$ cat config.mk
export PLATFORM = sky130hd
export DESIGN_NAME = vp_spec_sequencer_flat
export DESIGN_NICKNAME = d
export VERILOG_FILES = /design/src/rtl/vp_spec_if.sv /design/src/rtl/vp_spec_sequencer.sv /design/src/flat_wrapper.sv
export SDC_FILE = /design/constraint.sdc
export NUM_CORES = 1
export LEC_CHECK = 0
export BUFFER_PORTS_ARGS = -buffer_cell sky130_fd_sc_hd__buf_2
export CORE_MARGIN = 3
export CORE_UTILIZATION = 42
export DETAILED_ROUTE_END_ITERATION = 6
export GPL_TIMING_DRIVEN = 0
export MAX_ROUTING_LAYER = met4
export PLACE_DENSITY = 0.76
export REMOVE_ABC_BUFFERS = 1
export SLEW_MARGIN = 5
export SYNTH_ARGS = -nofsm -noshare
export SYNTH_HDL_FRONTEND = slang
export SYNTH_SLANG_ARGS = --single-unit
$ cat constraint.sdc
create_clock -name clk -period 1.9 [get_ports clk]
set_input_delay 0.38 -clock clk [delete_from_list [all_inputs] [get_ports clk]]
set_output_delay 0.38 -clock clk [all_outputs]
set_load 0.01 [all_outputs]
$ cat src/rtl/vp_spec_if.sv
// vp_spec_if: pipeline-facing bundle of the load-value speculation sequencer
// Inputs to the sequencer: load-miss request, prediction, EX memory-op flag, D-cache fill.
// Outputs from the sequencer: snapshot/recover, MEM mux, D-cache hold, stall/flush,
// PC redirect, predictor training and saturating statistics.
interface vp_spec_if #(parameter int DATA_WIDTH = 32, parameter int CNT_W = 16);
  logic                  lmiss_valid;
  logic [DATA_WIDTH-1:0] lmiss_pc;
  logic [DATA_WIDTH-1:0] lmiss_addr;
  logic                  pred_valid;
  logic [DATA_WIDTH-1:0] pred_value;
  logic                  mem_access_ex;
  logic                  dc_resp_valid;
  logic [DATA_WIDTH-1:0] dc_resp_data;
  logic                  snapshot_take;
  logic                  use_pred;
  logic [DATA_WIDTH-1:0] pred_data;
  logic                  dc_hold;
  logic [DATA_WIDTH-1:0] dc_hold_addr;
  logic                  stall_all;
  logic                  recover;
  logic                  flush_all;
  logic                  load_pc_we;
  logic [DATA_WIDTH-1:0] load_pc;
  logic                  train_valid;
  logic                  train_correct;
  logic                  spec_active;
  logic [CNT_W-1:0]      stat_spec;
  logic [CNT_W-1:0]      stat_mispred;
  modport master (
    output lmiss_valid, lmiss_pc, lmiss_addr, pred_valid, pred_value, mem_access_ex,
           dc_resp_valid, dc_resp_data,
    input  snapshot_take, use_pred, pred_data, dc_hold, dc_hold_addr, stall_all, recover,
           flush_all, load_pc_we, load_pc, train_valid, train_correct, spec_active,
           stat_spec, stat_mispred
  );
  modport slave (
    input  lmiss_valid, lmiss_pc, lmiss_addr, pred_valid, pred_value, mem_access_ex,
           dc_resp_valid, dc_resp_data,
    output snapshot_take, use_pred, pred_data, dc_hold, dc_hold_addr, stall_all, recover,
           flush_all, load_pc_we, load_pc, train_valid, train_correct, spec_active,
           stat_spec, stat_mispred
  );
endinterface

$ cat src/rtl/vp_spec_sequencer.sv
// vp_spec_sequencer: sequences one load-value speculation episode beside the hazard unit
// Ports: clk, rst_n (async, active-low), bus (vp_spec_if.slave) carrying the load miss,
// prediction, fill response and all speculation control/statistics outputs.
module vp_spec_sequencer #(
  parameter int DATA_WIDTH     = 32,
  parameter int TIMEOUT_CYCLES = 64,
  parameter int CNT_W          = 16
) (
  input logic   clk,
  input logic   rst_n,
  vp_spec_if.slave bus
);
  localparam int TW = $clog2(TIMEOUT_CYCLES);
  typedef enum logic [2:0] {IDLE, SNAP, SPEC, HOLD, FLUSH, REDIRECT} state_t;
  state_t                state_q, state_d;
  logic [TW-1:0]         cnt_q, cnt_d;
  logic [DATA_WIDTH-1:0] pc_q, pc_d, addr_q, addr_d, pred_q, pred_d;
  logic [CNT_W-1:0]      stat_spec_q, stat_spec_d, stat_mispred_q, stat_mispred_d;
  logic                  train_valid_q, train_valid_d, train_correct_q, train_correct_d;
  logic                  waiting, hit, timeout, start;
  always_comb begin
    waiting = state_q == SPEC || state_q == HOLD;
    hit     = bus.dc_resp_data == pred_q;
    timeout = cnt_q == TW'(TIMEOUT_CYCLES - 1);
    start   = state_q == IDLE && bus.lmiss_valid && bus.pred_valid;
    state_d = state_q;
    case (state_q)
      IDLE:       state_d = start ? SNAP : IDLE;
      SNAP:       state_d = SPEC;
      // a fill arriving on the timeout cycle still gets verified normally
      SPEC, HOLD: state_d = bus.dc_resp_valid ? (hit ? IDLE : FLUSH) : timeout ? FLUSH :
                            (state_q == HOLD || bus.mem_access_ex) ? HOLD : SPEC;
      FLUSH:      state_d = REDIRECT;
      default:    state_d = IDLE;
    endcase
    cnt_d           = state_q == SNAP ? '0 : waiting ? cnt_q + 1'b1 : cnt_q;
    pc_d            = start ? bus.lmiss_pc : pc_q;
    addr_d          = start ? bus.lmiss_addr : addr_q;
    pred_d          = start ? bus.pred_value : pred_q;
    stat_spec_d     = stat_spec_q + CNT_W'(start && !(&stat_spec_q));
    stat_mispred_d  = stat_mispred_q + CNT_W'(state_q == FLUSH && !(&stat_mispred_q));
    train_valid_d   = waiting && (bus.dc_resp_valid || timeout);
    train_correct_d = waiting && bus.dc_resp_valid && hit;
  end
  always_ff @(posedge clk or negedge rst_n)
    if (!rst_n) begin
      state_q         <= IDLE;
      cnt_q           <= '0;
      pc_q            <= '0;
      addr_q          <= '0;
      pred_q          <= '0;
      stat_spec_q     <= '0;
      stat_mispred_q  <= '0;
      train_valid_q   <= 1'b0;
      train_correct_q <= 1'b0;
    end else begin
      state_q         <= state_d;
      cnt_q           <= cnt_d;
      pc_q            <= pc_d;
      addr_q          <= addr_d;
      pred_q          <= pred_d;
      stat_spec_q     <= stat_spec_d;
      stat_mispred_q  <= stat_mispred_d;
      train_valid_q   <= train_valid_d;
      train_correct_q <= train_correct_d;
    end
  assign bus.snapshot_take = state_q == SNAP;
  assign bus.use_pred      = state_q == SNAP;
  assign bus.pred_data     = pred_q;
  assign bus.dc_hold       = state_q == SNAP || waiting;
  assign bus.dc_hold_addr  = addr_q;
  assign bus.stall_all     = state_q == HOLD;
  assign bus.recover       = state_q == FLUSH;
  assign bus.flush_all     = state_q == FLUSH || state_q == REDIRECT;
  assign bus.load_pc_we    = state_q == REDIRECT;
  assign bus.load_pc       = pc_q;
  assign bus.train_valid   = train_valid_q;
  assign bus.train_correct = train_correct_q;
  assign bus.spec_active   = state_q != IDLE;
  assign bus.stat_spec     = stat_spec_q;
  assign bus.stat_mispred  = stat_mispred_q;
endmodule

$ cat src/flat_wrapper.sv
// flat-port wrapper written by rule: the top's interface ports become plain ports
module vp_spec_sequencer_flat 
#(
  parameter int DATA_WIDTH     = 32,
  parameter int TIMEOUT_CYCLES = 64,
  parameter int CNT_W          = 16
)
  (clk, rst_n, bus_lmiss_valid, bus_lmiss_pc, bus_lmiss_addr, bus_pred_valid, bus_pred_value, bus_mem_access_ex, bus_dc_resp_valid, bus_dc_resp_data, bus_snapshot_take, bus_use_pred, bus_pred_data, bus_dc_hold, bus_dc_hold_addr, bus_stall_all, bus_recover, bus_flush_all, bus_load_pc_we, bus_load_pc, bus_train_valid, bus_train_correct, bus_spec_active, bus_stat_spec, bus_stat_mispred);
  vp_spec_if #(.DATA_WIDTH(DATA_WIDTH), .CNT_W(CNT_W)) bus_i ();
  input logic clk;
  input logic rst_n;
  input wire logic [$bits(bus_i.lmiss_valid)-1:0] bus_lmiss_valid;
  input wire logic [$bits(bus_i.lmiss_pc)-1:0] bus_lmiss_pc;
  input wire logic [$bits(bus_i.lmiss_addr)-1:0] bus_lmiss_addr;
  input wire logic [$bits(bus_i.pred_valid)-1:0] bus_pred_valid;
  input wire logic [$bits(bus_i.pred_value)-1:0] bus_pred_value;
  input wire logic [$bits(bus_i.mem_access_ex)-1:0] bus_mem_access_ex;
  input wire logic [$bits(bus_i.dc_resp_valid)-1:0] bus_dc_resp_valid;
  input wire logic [$bits(bus_i.dc_resp_data)-1:0] bus_dc_resp_data;
  output wire logic [$bits(bus_i.snapshot_take)-1:0] bus_snapshot_take;
  output wire logic [$bits(bus_i.use_pred)-1:0] bus_use_pred;
  output wire logic [$bits(bus_i.pred_data)-1:0] bus_pred_data;
  output wire logic [$bits(bus_i.dc_hold)-1:0] bus_dc_hold;
  output wire logic [$bits(bus_i.dc_hold_addr)-1:0] bus_dc_hold_addr;
  output wire logic [$bits(bus_i.stall_all)-1:0] bus_stall_all;
  output wire logic [$bits(bus_i.recover)-1:0] bus_recover;
  output wire logic [$bits(bus_i.flush_all)-1:0] bus_flush_all;
  output wire logic [$bits(bus_i.load_pc_we)-1:0] bus_load_pc_we;
  output wire logic [$bits(bus_i.load_pc)-1:0] bus_load_pc;
  output wire logic [$bits(bus_i.train_valid)-1:0] bus_train_valid;
  output wire logic [$bits(bus_i.train_correct)-1:0] bus_train_correct;
  output wire logic [$bits(bus_i.spec_active)-1:0] bus_spec_active;
  output wire logic [$bits(bus_i.stat_spec)-1:0] bus_stat_spec;
  output wire logic [$bits(bus_i.stat_mispred)-1:0] bus_stat_mispred;
  assign bus_i.lmiss_valid = bus_lmiss_valid;
  assign bus_i.lmiss_pc = bus_lmiss_pc;
  assign bus_i.lmiss_addr = bus_lmiss_addr;
  assign bus_i.pred_valid = bus_pred_valid;
  assign bus_i.pred_value = bus_pred_value;
  assign bus_i.mem_access_ex = bus_mem_access_ex;
  assign bus_i.dc_resp_valid = bus_dc_resp_valid;
  assign bus_i.dc_resp_data = bus_dc_resp_data;
  assign bus_snapshot_take = bus_i.snapshot_take;
  assign bus_use_pred = bus_i.use_pred;
  assign bus_pred_data = bus_i.pred_data;
  assign bus_dc_hold = bus_i.dc_hold;
  assign bus_dc_hold_addr = bus_i.dc_hold_addr;
  assign bus_stall_all = bus_i.stall_all;
  assign bus_recover = bus_i.recover;
  assign bus_flush_all = bus_i.flush_all;
  assign bus_load_pc_we = bus_i.load_pc_we;
  assign bus_load_pc = bus_i.load_pc;
  assign bus_train_valid = bus_i.train_valid;
  assign bus_train_correct = bus_i.train_correct;
  assign bus_spec_active = bus_i.spec_active;
  assign bus_stat_spec = bus_i.stat_spec;
  assign bus_stat_mispred = bus_i.stat_mispred;
  vp_spec_sequencer #(.DATA_WIDTH(DATA_WIDTH), .TIMEOUT_CYCLES(TIMEOUT_CYCLES), .CNT_W(CNT_W)) u_core (.clk(clk), .rst_n(rst_n), .bus(bus_i));
endmodule
==> flow_metrics.py, run 1 <==
metrics = {
    "detailed_routing": {
        "viasPerCell": 4.85,
        "wl_per_cell_um": 15.7,
        "drtIter0Drc": 309,
        "first_pass_iters": 5,
        "antenna_left": 0,
        "drc": 0,
        "wirelength_um": 17500,
        "dr_total_vias": 5415,
    },
    "layout": {
        "fin_cells": 1117,
        "diodes": 0,
        "drive_above_1_share_pct": 41.4,
        "layout_commonest_cell": "nand2_1",
        "area_delta_synth_final_pct": 46.0,
        "final_nets": 1069,
        "mostFrequentLayoutCells": "nand2_1, buf_2, dfrtp_1",
        "finalInstanceArea_um2": 8580,
        "nFillCells": 1114,
    },
    "placement": {
        "placed_cell_area_um2": 7440,
        "dp_cells": 1053,
        "dp_hpwl_um": 11100,
        "post-place-ws_ns": -0.835,
        "port_buffers": 271,
        "place.gp.congestion": 0.808,
    },
    "synthesis": {
        "synth_ff_type": "dfrtp_1",
        "synthMuxAreaShare_pct": 0,
        "synth_top_family_by_area": "simple AND/OR/NAND/NOR gates",
        "synth.distinct_cells": 31,
        "syn_area_per_cell_um2": 9.40,
        "synth_edf_count": 0,
        "synth_xor_area_share_pct": 9.09,
        "synth_compound_gate_area_share_pct": 1.68,
        "ys_seq_elements": 139,
        "async_flop_share_pct": 100,
        "synthCells": 625,
        "synthAdderAreaFrac_pct": 1.49,
        "ys_warn_count": 0,
        "ys_seq_area_share_pct": 59.2,
        "synthSimpleGateAreaFrac_pct": 26.1,
        "netlist_area_um2": 5880,
    },
    "power_and_ir_drop": {
        "power.leakage_nw": 4.78,
        "p_total_mw": 12.8,
        "ir_worst_vdd_v": 0.000783,
        "cellPowerDensity_nw_per_um2": 1490,
    },
    "worst_setup_path": {
        "cp-start-kind": "flop",
        "path_class": "reg2reg",
        "cp.arrival_ns": 2.33,
        "cp_max_fo": 5,
        "cp-end-kind": "flop",
        "worstPathRequired_ns": 2.24,
    },
    "timing": {
        "setup_viol": 13,
        "setup_slack_ns": -0.0889,
        "final-hold-violation-count": 0,
        "rsz0062_at_grt": "true",
        "relSlewSlack_pct": 56.4,
        "clock_skew_ns": 0.00730,
        "worstMarginPinSlew_ns": 0.654,
        "finalCriticalPeriod_ns": 1.99,
        "hold_ws_ns": 0.147,
        "max_freq_ghz": 0.503,
        "period_share_pct": 105,
        "slew_viol_final": 0,
    },
    "grt": {
        "grt_pass1_wl_um": 26800,
        "grt_remaining_overflow": 0,
        "grt_start_max_net_pins": 72,
        "antenna_found_initial": 0,
        "grt_pass1_vias": 5387,
        "gr-usage-all-layers_pct": 22.2,
    },
    "die": {
        "core_area_um2": 13500,
        "initial_utilization_pct": 43.7,
        "rows": 42,
        "design.die.area_um2": 15400,
        "die_w_um": 124,
        "design.portCount": 272,
        "die_h_um": 124,
    },
    "cts": {
        "cts.clk_slew.worst_paths_ns": 0.06,
        "clockBufferDepth": 2,
        "root_buffer": "clkbuf_16",
        "cts_buffers": 17,
        "clock-sinks": 139,
        "cts_tree": "done",
        "clk_latency_ns": 0.42,
        "cts.htree.levels": 4,
    },
    "hold_path": {
        "hold_path.class": "in2reg",
    },
    "outcome": {
        "outcome": "finished, violations left",
        "violations": "negative setup slack",
    },
    "flow_run": {
        "max_cap_violations": 0,
    },
}
final timing paths:
| check | start | end | slack (ns) | depth (start not counted) |
|---|---|---|---|---|
| max in group asynchronous | rst_n | u_core.bus.stat_mispred[11] | 0.59 | 3 |
| worst max register to register | u_core.state_q[1] | u_core.bus.stat_spec[14] | -0.09 | 9 |
| worst max-delay path | u_core.state_q[1] | u_core.bus.stat_spec[14] | -0.09 | 9 |
| worst min-delay path | bus_lmiss_addr[23] | u_core.bus.dc_hold_addr[23] | 0.15 | 3 |
| min in group asynchronous | rst_n | u_core.bus.pred_data[29] | 0.54 | 2 |
| worst min register to register | u_core.bus.load_pc[24] | u_core.bus.load_pc[24] | 0.47 | 2 |
stage by stage:
stage	utilization, %	setup TNS, ns
floorplan	-	-118.66
global placement	54.5	-485.42
detailed placement	55.3	-14.45
CTS	61.9	-0.103
global route	63.8	-2.19
finish	63.8	-0.455
repair_timing:
action | in CTS | in global routing
pin swaps | 11 | 16
gates resized for setup | 25 | 40
hold buffers | 1 | 0
setup endpoints to repair | 88 | 93
setup buffers | 19 | 9
endpoints found under the hold margin | 69 | 0
gates cloned | 3 | 0
synthesized netlist by cell type (all sizes together), types with 3 or more instances:
cell      n  share of area (%)
nand2   308                 20
dfrtp   139                 59
xnor2    34                5.1
xor2     27                4.0
buf      15                1.5
nand3    13                1.1
nor2     11               0.70
nand4    10                1.1
o21ai    10               0.85
and3      7               0.75
clkbuf    7               0.45
ha        7                1.5
inv       7               0.45
nor4      7               0.85
nor3      5               0.60
and2      3               0.32
sequential cells by signal, summed over array words and instances, names as in the netlist:
| signal | flops |
|---|---|
| u_core.bus.dc_hold_addr | 32 |
| u_core.bus.load_pc | 32 |
| u_core.bus.pred_data | 32 |
| u_core.bus.stat_mispred | 16 |
| u_core.bus.stat_spec | 16 |
| u_core.bus.train_correct | 1 |
| u_core.bus.train_valid | 1 |
| u_core.cnt_q | 6 |
| u_core.state_q | 3 |
metal layers:
layer,routed length [um],part of all wire [%],GRT usage [%],vias to the layer above
met4,333,1.9,8.25,0
met1,7190,41,26.7,2590
met5,0,0,-,-
met3,1000,5.7,5.36,30
li1,-,-,-,2585
met2,8960,51,36.6,210
kinds of logic (layout without fill, tap and decap cells):
group / Yosys count / after routing
AOI/OAI and AO/OA: 17 / 17
xor gates and xnor gates: 61 / 61
adders and majority gates: 7 / 7
buffers and inverters: 29 / 342
DFF: 139 / 139
and+or+nand+nor: 372 / 375
layout make-up:
class / instances / area, um^2 / share of cell area (%)
timing repair buffer: 303 / 1670 / 19.4
inverter: 7 / 26.3 / 0.306
multi-input combinational: 460 / 2570 / 29.9
tap: 176 / 220 / 2.57
clock buffer: 21 / 470 / 5.48
clock inverter: 11 / 143 / 1.66
sequential: 139 / 3490 / 40.7
critical path: stages (launching register included):
cell and delay [ns]:
dfrtp_2 0.47, nor3_4 0.28, nand3_4 0.16, a21oi_4 0.17, ha_4 0.20, ha_4 0.13
and3_4 0.19, nand2_4 0.07, nor2_4 0.11, xnor2_1 0.12
where the power goes:
part	internal, mW	switching [mW]
sequential	4.08	0.896
combinational	1.90	2.48
clock	2.16	1.24
total	8.14	4.62
(Power assumes the default switching activity.)
==> run 2: changes to the inputs <==
--- a/config.mk
+++ b/config.mk
@@ -5,13 +5,14 @@
 export SDC_FILE = /design/constraint.sdc
 export NUM_CORES = 1
 export LEC_CHECK = 0
+export ABC_AREA = 1
 export BUFFER_PORTS_ARGS = -buffer_cell sky130_fd_sc_hd__buf_2
+export CAP_MARGIN = 20
 export CORE_MARGIN = 3
-export CORE_UTILIZATION = 42
+export CORE_UTILIZATION = 25
 export DETAILED_ROUTE_END_ITERATION = 6
 export GPL_TIMING_DRIVEN = 0
 export MAX_ROUTING_LAYER = met4
-export PLACE_DENSITY = 0.76
 export REMOVE_ABC_BUFFERS = 1
 export SLEW_MARGIN = 5
 export SYNTH_ARGS = -nofsm -noshare
==> run 2 against run 1 <==
Effect of this change:
- the run still ends with negative setup slack left
- clock skew increased by 0.0078 ns
- flip-flop and latch count is the same
- clock power shrank 1%
- wire length increased by 14%
- first-iteration DRC count is 15% lower
- clock-buffer cell count is 3 lower
- critical path type unchanged
- hold slack improved by 0.029 ns
- global-route usage fell by 7.7 points
- critical path depth rose by 1
==> flow_metrics.py, run 2 <==
metrics = {
    "outcome": {
        "outcome": "finished, violations left",
        "violations": "negative setup slack",
    },
    "power_and_ir_drop": {
        "cellPowerDensity_nw_per_um2": 1450,
        "ir_worst_vdd_v": 0.000713,
        "p_total_mw": 13.6,
        "power.leakage_nw": 4.97,
    },
    "synthesis": {
        "synth_edf_count": 0,
        "async_flop_share_pct": 100,
        "synth_ff_type": "dfrtp_1",
        "yosys.area.top_type_share_pct": 54.4,
        "synth.distinct_cells": 28,
        "synthCells": 642,
        "netlist_area_um2": 6400,
        "synth_area_leader_cell": "dfrtp_1",
        "ys_seq_elements": 139,
        "syn_area_per_cell_um2": 9.96,
        "synthTopCellsByCount": "dfrtp_1, nand2_1, inv_1, nor2_1, mux2_2",
        "ys_warn_count": 0,
        "yosysMostFrequentCell": "dfrtp_1",
        "ys_seq_area_share_pct": 54.4,
        "synth.area.top_cells": "dfrtp_1, mux2_2, nand2_1",
    },
    "timing": {
        "max_freq_ghz": 0.486,
        "relSlewSlack_pct": 58.1,
        "period_share_pct": 108,
        "worstMarginPinSlew_ns": 0.629,
        "slew_viol_final": 0,
        "hold_ws_ns": 0.176,
        "setup_slack_ns": -0.157,
        "rsz0062_at_grt": "true",
        "finalCriticalPeriod_ns": 2.06,
        "final-hold-violation-count": 0,
        "clock_skew_ns": 0.0151,
        "setup_viol": 7,
    },
    "worst_setup_path": {
        "slowest_stage": "dfrtp_1",
        "reg2regPathDepth": 10,
        "cp-end-kind": "flop",
        "cp_num_buf_inv": 1,
        "cp.arrival_ns": 2.37,
        "crit_family": "simple AND/OR/NAND/NOR gates",
        "rrSetupSlack_ns": -0.16,
        "cp_cell_sequence": "nor2_4 -> nand4_4 -> buf_12 -> a21oi_2 -> ha_2 -> nand3_2 -> nor2_4 -> nand4_1 -> or2_4 -> xor2_1",
        "cp_common_cell": "nor2_4",
        "cp_max_fo": 4,
        "path_class": "reg2reg",
        "timing.rr.start": "u_core.state_q[1]",
        "worstPathRequired_ns": 2.21,
        "cpPeakStageDelay_ns": 0.41,
        "cp-start-kind": "flop",
        "r2r-end": "u_core.bus.stat_spec[15]",
    },
    "hold_path": {
        "hold_depth": 2,
        "hold_path.class": "in2reg",
        "hold_start": "bus_lmiss_addr[30]",
        "hold_end": "u_core.bus.dc_hold_addr[30]",
    },
    "cts": {
        "cts.htree.levels": 4,
        "clk_latency_ns": 0.42,
        "clock-sinks": 139,
        "cts_buffers": 17,
        "root_buffer": "clkbuf_16",
        "cts_tree": "done",
        "cts.clk_slew.worst_paths_ns": 0.07,
        "clockBufferDepth": 2,
    },
    "layout": {
        "drive_above_1_share_pct": 47.7,
        "area_delta_synth_final_pct": 47.2,
        "fin_cells": 1307,
        "final_nets": 1108,
        "layout_commonest_cell": "buf_2",
        "mostFrequentLayoutCells": "buf_2, dfrtp_1, nand2_1",
        "final_util_pct": 38.0,
        "nFillCells": 2478,
    },
    "detailed_routing": {
        "antenna_left": 0,
        "first_pass_iters": 5,
        "wl_per_cell_um": 15.2,
        "viasPerCell": 4.29,
        "dr_total_vias": 5601,
        "drtIter0Drc": 264,
        "wirelength_um": 19900,
        "drc": 0,
    },
    "die": {
        "rows": 57,
        "die_h_um": 166,
        "core_area_um2": 24700,
        "design.portCount": 272,
        "initial_utilization_pct": 25.9,
        "design.die.area_um2": 27500,
        "die_w_um": 166,
    },
    "grt": {
        "antenna_found_initial": 5,
        "grt_start_max_net_pins": 78,
        "grt_pass1_wl_um": 30800,
        "grt_remaining_overflow": 0,
        "gr-usage-all-layers_pct": 14.5,
        "grt_pass1_vias": 5644,
    },
    "placement": {
        "port_buffers": 271,
        "dp_hpwl_um": 14300,
        "dp_cells": 1225,
        "place.gp.congestion": 0.828,
    },
    "flow_run": {
        "max_cap_violations": 0,
    },
}
==> run 2: layer usage <==
layer  wire length (um)  track usage (%)  vias up
li1                   -                -     2718
met2               9860             23.8      200
met4                214             3.83        0
met5                  0                -        -
met1               8590             17.9     2671
met3               1250             3.67       12
==> run 2: layout make-up <==
type / count / area [um^2] / share of cell area [%]
clock buffer: 18 / 439 / 4.67
multi-input combinational: 412 / 2810 / 29.8
clock inverter: 14 / 148 / 1.57
antenna: 3 / 7.51 / 0.0797
timing repair buffer: 320 / 1830 / 19.4
tap: 324 / 405 / 4.31
sequential: 139 / 3490 / 37.0
inverter: 77 / 294 / 3.12
==> run 2: what timing repair did <==
action | CTS | global route
hold buffers | 1 | 0
endpoints found under the hold margin | 62 | 0
buffers inserted | 20 | 25
gates cloned | 2 | 0
setup endpoints to repair | 112 | 33
resized for setup | 27 | 44
pin swaps | 14 | 25
==> run 2: cell families after synthesis <==
| group | share of synthesized area, % |
|---|---|
| xor+xnor | 5.20 |
| mux | 13.1 |
| buf+inv | 5.98 |
| compound gates | 4.11 |
| flops | 54.4 |
| fa+ha+maj | 1.37 |
| simple gates | 15.9 |
==> run 2: how the worst max path moves through the flow <==
stage               depth (start not counted)               from  slack (ns)                  endpoint
finish                                     10  u_core.state_q[1]       -0.16  u_core.bus.stat_spec[15]
global route                               10  u_core.state_q[1]       -0.26  u_core.bus.stat_spec[15]
global placement                            9  u_core.state_q[1]       -2.47  u_core.bus.stat_spec[15]
floorplan                                   9  u_core.state_q[1]       -1.47  u_core.bus.stat_spec[15]
CTS                                        10  u_core.state_q[0]       -0.17  u_core.bus.stat_spec[15]
detailed placement                         10  u_core.state_q[1]       -1.35  u_core.bus.stat_spec[15]
==> run 2: power breakdown <==
part	leakage [nW]	switching (mW)	internal, mW
clock	0.292	1.56	1.80
sequential	1.67	0.821	4.15
combinational	3.00	2.78	2.53
==> run 2: per-stage QoR <==
| step | setup WS [ns] | setup TNS (ns) | instance area [um^2] |
|---|---|---|---|
| 5_1_grt | -0.255 | -1.70 | 9410 |
| 3_3_place_gp | -2.47 | -395.60 | 8070 |
| 4_1_cts | -0.170 | -1.01 | 9030 |
| 2_1_floorplan | -1.47 | -67.66 | 6300 |
| 3_5_place_dp | -1.35 | -32.63 | 8150 |
| 6_report | -0.157 | -0.515 | 9410 |
